--- src/rtl/instruction_writer.sv ---
// Program loader: packs instruction fields into 32-bit words, writes them to
// instruction memory at consecutive addresses and verifies each by readback.
module instruction_writer #(
  parameter int unsigned ADDR_W    = 16,
  parameter int unsigned MAX_WORDS = 1024
) (
  input  logic              clk,
  input  logic              reset,
  input  logic              start,
  input  logic [ADDR_W-1:0] base_addr,
  input  logic              finish,
  input  logic              in_valid,
  output logic              in_ready,
  input  logic [2:0]        opcode,
  input  logic [4:0]        reg_addr_0,
  input  logic [4:0]        reg_addr_1,
  input  logic [4:0]        reg_addr_2,
  input  logic [14:0]       addr,
  output logic [ADDR_W-1:0] imem_address,
  output logic              imem_write_en,
  output logic [31:0]       imem_write_data,
  input  logic [31:0]       imem_read_data,
  output logic              busy,
  output logic              full,
  output logic              done,
  output logic              error,
  output logic [ADDR_W:0]   word_count
);

  localparam int unsigned CNT_W  = ADDR_W + 1;
  localparam int unsigned WORD_W = 32;
  localparam logic [CNT_W-1:0] MAX_CNT = CNT_W'(MAX_WORDS);

  typedef enum logic [2:0] {
    S_IDLE,
    S_ACCEPT,
    S_WRITE,
    S_CHECK,
    S_DONE,
    S_ERROR
  } state_e;

  state_e              state_q, state_d;
  logic [ADDR_W-1:0]   wr_ptr_q, wr_ptr_d;
  logic [WORD_W-1:0]   word_q, word_d;
  logic [CNT_W-1:0]    cnt_q, cnt_d;
  logic                error_q, error_d;
  logic                in_ready_q, in_ready_d;
  logic                wr_en_q, wr_en_d;
  logic                busy_q, busy_d;
  logic                full_q, full_d;
  logic                done_q, done_d;
  logic [WORD_W-1:0]   enc_c;
  logic                full_c;

  // Decoder-compatible packing; the unused tail field is zeroed.
  always_comb begin
    enc_c = {opcode, reg_addr_0, reg_addr_1, 19'd0};
    if (opcode[2]) begin
      enc_c[18:0] = {4'd0, addr};
    end else begin
      enc_c[18:0] = {reg_addr_2, 14'd0};
    end
  end

  assign full_c = (cnt_q == MAX_CNT);

  // Next-state logic; outputs are registered from the next-state decode.
  always_comb begin
    state_d  = state_q;
    wr_ptr_d = wr_ptr_q;
    word_d   = word_q;
    cnt_d    = cnt_q;
    error_d  = error_q;

    case (state_q)
      S_IDLE: begin
        if (start) begin
          wr_ptr_d = base_addr;
          cnt_d    = '0;
          error_d  = 1'b0;
          state_d  = S_ACCEPT;
        end
      end
      S_ACCEPT: begin
        // A bundle wins over finish in the same cycle; finish is then dropped.
        if (in_valid && !full_c) begin
          word_d  = enc_c;
          state_d = S_WRITE;
        end else if (finish) begin
          state_d = S_DONE;
        end
      end
      S_WRITE: begin
        state_d = S_CHECK;
      end
      S_CHECK: begin
        if (imem_read_data == word_q) begin
          wr_ptr_d = wr_ptr_q + ADDR_W'(1);
          cnt_d    = cnt_q + CNT_W'(1);
          state_d  = S_ACCEPT;
        end else begin
          error_d = 1'b1;
          state_d = S_ERROR;
        end
      end
      S_DONE: begin
        state_d = S_IDLE;
      end
      S_ERROR: begin
        state_d = S_ERROR;
      end
      default: begin
        state_d = S_IDLE;
      end
    endcase

    in_ready_d = (state_d == S_ACCEPT) && (cnt_d != MAX_CNT);
    wr_en_d    = (state_d == S_WRITE);
    busy_d     = (state_d != S_IDLE);
    full_d     = (cnt_d == MAX_CNT);
    done_d     = (state_d == S_DONE);
  end

  always_ff @(posedge clk) begin
    if (reset) begin
      state_q    <= S_IDLE;
      wr_ptr_q   <= '0;
      word_q     <= '0;
      cnt_q      <= '0;
      error_q    <= 1'b0;
      in_ready_q <= 1'b0;
      wr_en_q    <= 1'b0;
      busy_q     <= 1'b0;
      full_q     <= 1'b0;
      done_q     <= 1'b0;
    end else begin
      state_q    <= state_d;
      wr_ptr_q   <= wr_ptr_d;
      word_q     <= word_d;
      cnt_q      <= cnt_d;
      error_q    <= error_d;
      in_ready_q <= in_ready_d;
      wr_en_q    <= wr_en_d;
      busy_q     <= busy_d;
      full_q     <= full_d;
      done_q     <= done_d;
    end
  end

  assign in_ready        = in_ready_q;
  assign imem_address    = wr_ptr_q;
  assign imem_write_en   = wr_en_q;
  assign imem_write_data = word_q;
  assign busy            = busy_q;
  assign full            = full_q;
  assign done            = done_q;
  assign error           = error_q;
  assign word_count      = cnt_q;

endmodule

--- config.mk ---
export PLATFORM = sky130hd
export DESIGN_NAME = instruction_writer
export DESIGN_NICKNAME = d
export VERILOG_FILES = /design/src/rtl/instruction_writer.sv
export SDC_FILE = /design/constraint.sdc
export NUM_CORES = 1
export LEC_CHECK = 0
export ABC_AREA = 0
export CAP_MARGIN = 20
export CORE_MARGIN = 2
export CORE_UTILIZATION = 30
export DETAILED_ROUTE_END_ITERATION = 10
export GPL_ROUTABILITY_DRIVEN = 0
export GPL_TIMING_DRIVEN = 0
export PLACE_DENSITY = 0.58
export SYNTH_ARGS = -nofsm -noshare
export SYNTH_HDL_FRONTEND = slang
export SYNTH_SLANG_ARGS = --single-unit
--- constraint.sdc ---
create_clock -name clk -period 7.13 [get_ports clk]
set_clock_uncertainty 0.2 [all_clocks]
set_input_delay 1.426 -clock clk [delete_from_list [all_inputs] [get_ports clk]]
set_output_delay 1.426 -clock clk [all_outputs]
set_load 0.02 [all_outputs]
==> results.md <==
- Clock network power share: 39.6%
- Clock sink count: 74
- CORE AREA: 13,300 um^2
- Post-CTS Hold Buffers: 0
- Vias in the first global route: 4,483
- Pre-CTS setup slack: 2330 ps
- Final WS setup: 2670 ps
- Most frequent cells in the layout: 154 x clkdlybuf4s50_1, 83 x nand2_1, 74 x dfxtp_1
- Reg-to-reg slack, setup: 3770 ps
- Total Wirelength: 15.1 mm
- Commonest non-fill, non-tap cell in the layout: clkdlybuf4s50_1
- Reg2reg path depth: 8
- EDFF count, synth: 0
- Synthesized instance count: 535
- Cell Chain, Critical Path: clkdlybuf4s50_1 > xor2_1 > nor4_2 > nand4_2 > nor2_1 > a21oi_1 > a2111o_1 > nor4_1 > a31oi_1
- Post-cts sizing count: 0
- Root Buffer: clkbuf_16
- Crit share post-route: 62.5%
- Mapped Area: 4120 um^2
- Reg power frac: 42.0%
- Layout net count: 789
- Die W: 121 um
- Peak supply drop: 119 uV
- Syn nets: 624
- Slew Limit Fails: 0
- Crit path capture type: register
- Logic gate share of total power: 18.4%
- Total number of vias: 4,541
- Family with the most delay on the worst path: simple AND/OR/NAND/NOR gates
- CP startpoint kind: input pin
- Asr flop ratio synth: 0%
- Worst-Margin Slew: 632 ps
- GRT Overall Usage: 20.5%
- Die height: 121 um
- Hold_sp: imem_write_data[19]
- Final Hold Fails: 0
- Worst Path Arrival: 4460 ps
- Hold Path Cell Cnt: 2
- IO buf count: 154
- Final Setup Violations: 0
- Drc violations: 0
- Clock latency on the worst-skew pair: 340 ps
- Initial antenna violation count: 0
- DP HPWL: 11.5 mm
- Setup bufs post-CTS: 0
- Post-synth top flop: dfxtp_1
- Total power: 1.07 mW
- Slowest-stage cell, CP: nor2_1
- Drt wl/cell: 17.1 um
- RSZ-0062 raised after global routing: no
- H-tree depth: 3
- Routed Antenna Nets: 0
- Synthesized flop and latch total: 74
- Initial DRC Count: 305
- Status: finished, final reports clean
- Synth Warn #: 0
- Setup_tns: 0 ps
- Fraction of layout cells with a size suffix above 1: 6.10%
- MaxCap Viol Count: 0
- Largest net degree at the start of global routing: 13
- Mean Syn Cell Area: 7.69 um^2
- Pint: 770 uW
- Register area share after synthesis: 36.0%
- Grt total ovfl: 0
- Worst rel slew slack: 57.8%
- FP Rows: 42
- Starting Density: 31.0%
- Critical R2R Launch: imem_write_data[7]
- Endpoint, Worst Hold: imem_write_data[19]
- First-pass GRT wire length: 23.3 mm
- Sw Ratio: 27.9%
- Distinct cells, synth: 58
- Clock Path Buffers: 2
- Diode count: 0
- Die ar.: 14,700 um^2
- IO Pins: 157
- First-pass DRT Iterations: 4
- CTS tree: done
- Via density: 5.15
- HP Class: register to register
- Crit Path Class: input pin to register
- Worst path buffer plus inverter count: 1
- RR Endpoint: in_ready
- P&R area growth vs syn: 49.4%
- CP peak stage delay: 600 ps
- Worst Path Required: 7130 ps
- Worst-path fanout max: 9
- Leakage power: 2.24 nW
- CTS clock-pin slew for the worst setup and hold paths: 60 ps
- TritonCTS Buffers: 9
- Fmax achieved: 0.224 GHz
- Min Tclk post-route: 4460 ps
- PwrDens: 174 nW/um^2
- P_sw: 298 uW
state kept, by name, summed over array words and instances, names as in the netlist:
| signal | count |
|---|---|
| imem_write_data | 32 |
| word_count | 17 |
| imem_address | 16 |
| state_q | 3 |
| busy | 1 |
| done | 1 |
| error | 1 |
| full | 1 |
| imem_write_en | 1 |
| in_ready | 1 |
metrics by stage:
stage	area, um^2	utilization [%]	hold WS [ps]	std cells
2_1_floorplan	4120	-	313	535
5_1_grt	6150	46.2	303	881
4_1_cts	6150	46.2	286	881
6_report	6150	46.2	282	881
3_5_place_dp	5880	44.2	276	865
3_3_place_gp	5880	44.2	271	865
how the worst max path moves through the flow:
stage,from,to,depth (start not counted)
floorplan,imem_read_data[21],in_ready,8
global placement,imem_read_data[7],in_ready,9
detailed placement,imem_read_data[7],in_ready,9
CTS,imem_read_data[7],in_ready,9
global route,imem_read_data[31],in_ready,9
finish,imem_read_data[31],in_ready,9
final cells by class:
| class | count | area (um^2) |
|---|---|---|
| fill | 1355 | 7150 |
| timing repair buffer | 154 | 1540 |
| multi-input combinational | 414 | 2430 |
| buffer | 38 | 171 |
| clock inverter | 6 | 32.5 |
| clock buffer | 10 | 239 |
| tap | 176 | 220 |
| sequential | 74 | 1480 |
| inverter | 9 | 33.8 |
cells by family after synthesis:
logic type / after synthesis / share of synthesized area [%]
mux: 2 / 0.486
fa+ha+maj: 3 / 0.912
buf+inv: 47 / 4.99
xor+xnor: 34 / 7.24
flops: 74 / 36.0
simple gates: 242 / 30.8
compound gates: 133 / 19.6
synth_stat cells, types with 6 or more instances:
master	n	share of area, %
nand3_1	33	4.0
nand4_1	10	1.5
a21oi_1	63	7.7
o22ai_1	6	0.91
and3_1	10	1.5
o21ai_0	18	2.2
clkbuf_1	31	2.8
xor2_1	34	7.2
a211oi_1	10	1.8
nand2_1	83	7.6
a31oi_1	7	1.1
nor3_1	15	1.8
nor2_1	42	3.8
dfxtp_1	74	36
inv_1	9	0.82
nor4_2	9	2.7
worst reg2reg max path, cell delays in order (launching register included):
cell and delay [ps]:
dfxtp_1 370, xor2_1 190, nor4_2 390, nand4_2 390, nor2_1 620, a21oi_1 170, a2111o_1 420, nor4_1 310
a31oi_1 160
power groups by stage:
stage               registers (mW)  clock network [mW]  logic [mW]
finish                       0.449               0.423       0.197
global route                 0.451               0.445       0.212
CTS                          0.449               0.432       0.198
detailed placement           0.458                   0       0.197
global placement             0.458                   0       0.195
floorplan                    0.473                   0      0.0733
layer usage:
layer  vias to the layer above  wire length (um)  share of wire, %  GRT usage [%]
met3                        16              1420               9.4           6.91
met2                       193              7030                47           33.7
li1                       2255                 -                 -              -
met1                      2077              6470                43           25.0
met5                         -                 0                 0              0
met4                         0               189               1.3           7.05
Note: power is estimated with default switching activity, not from simulation.
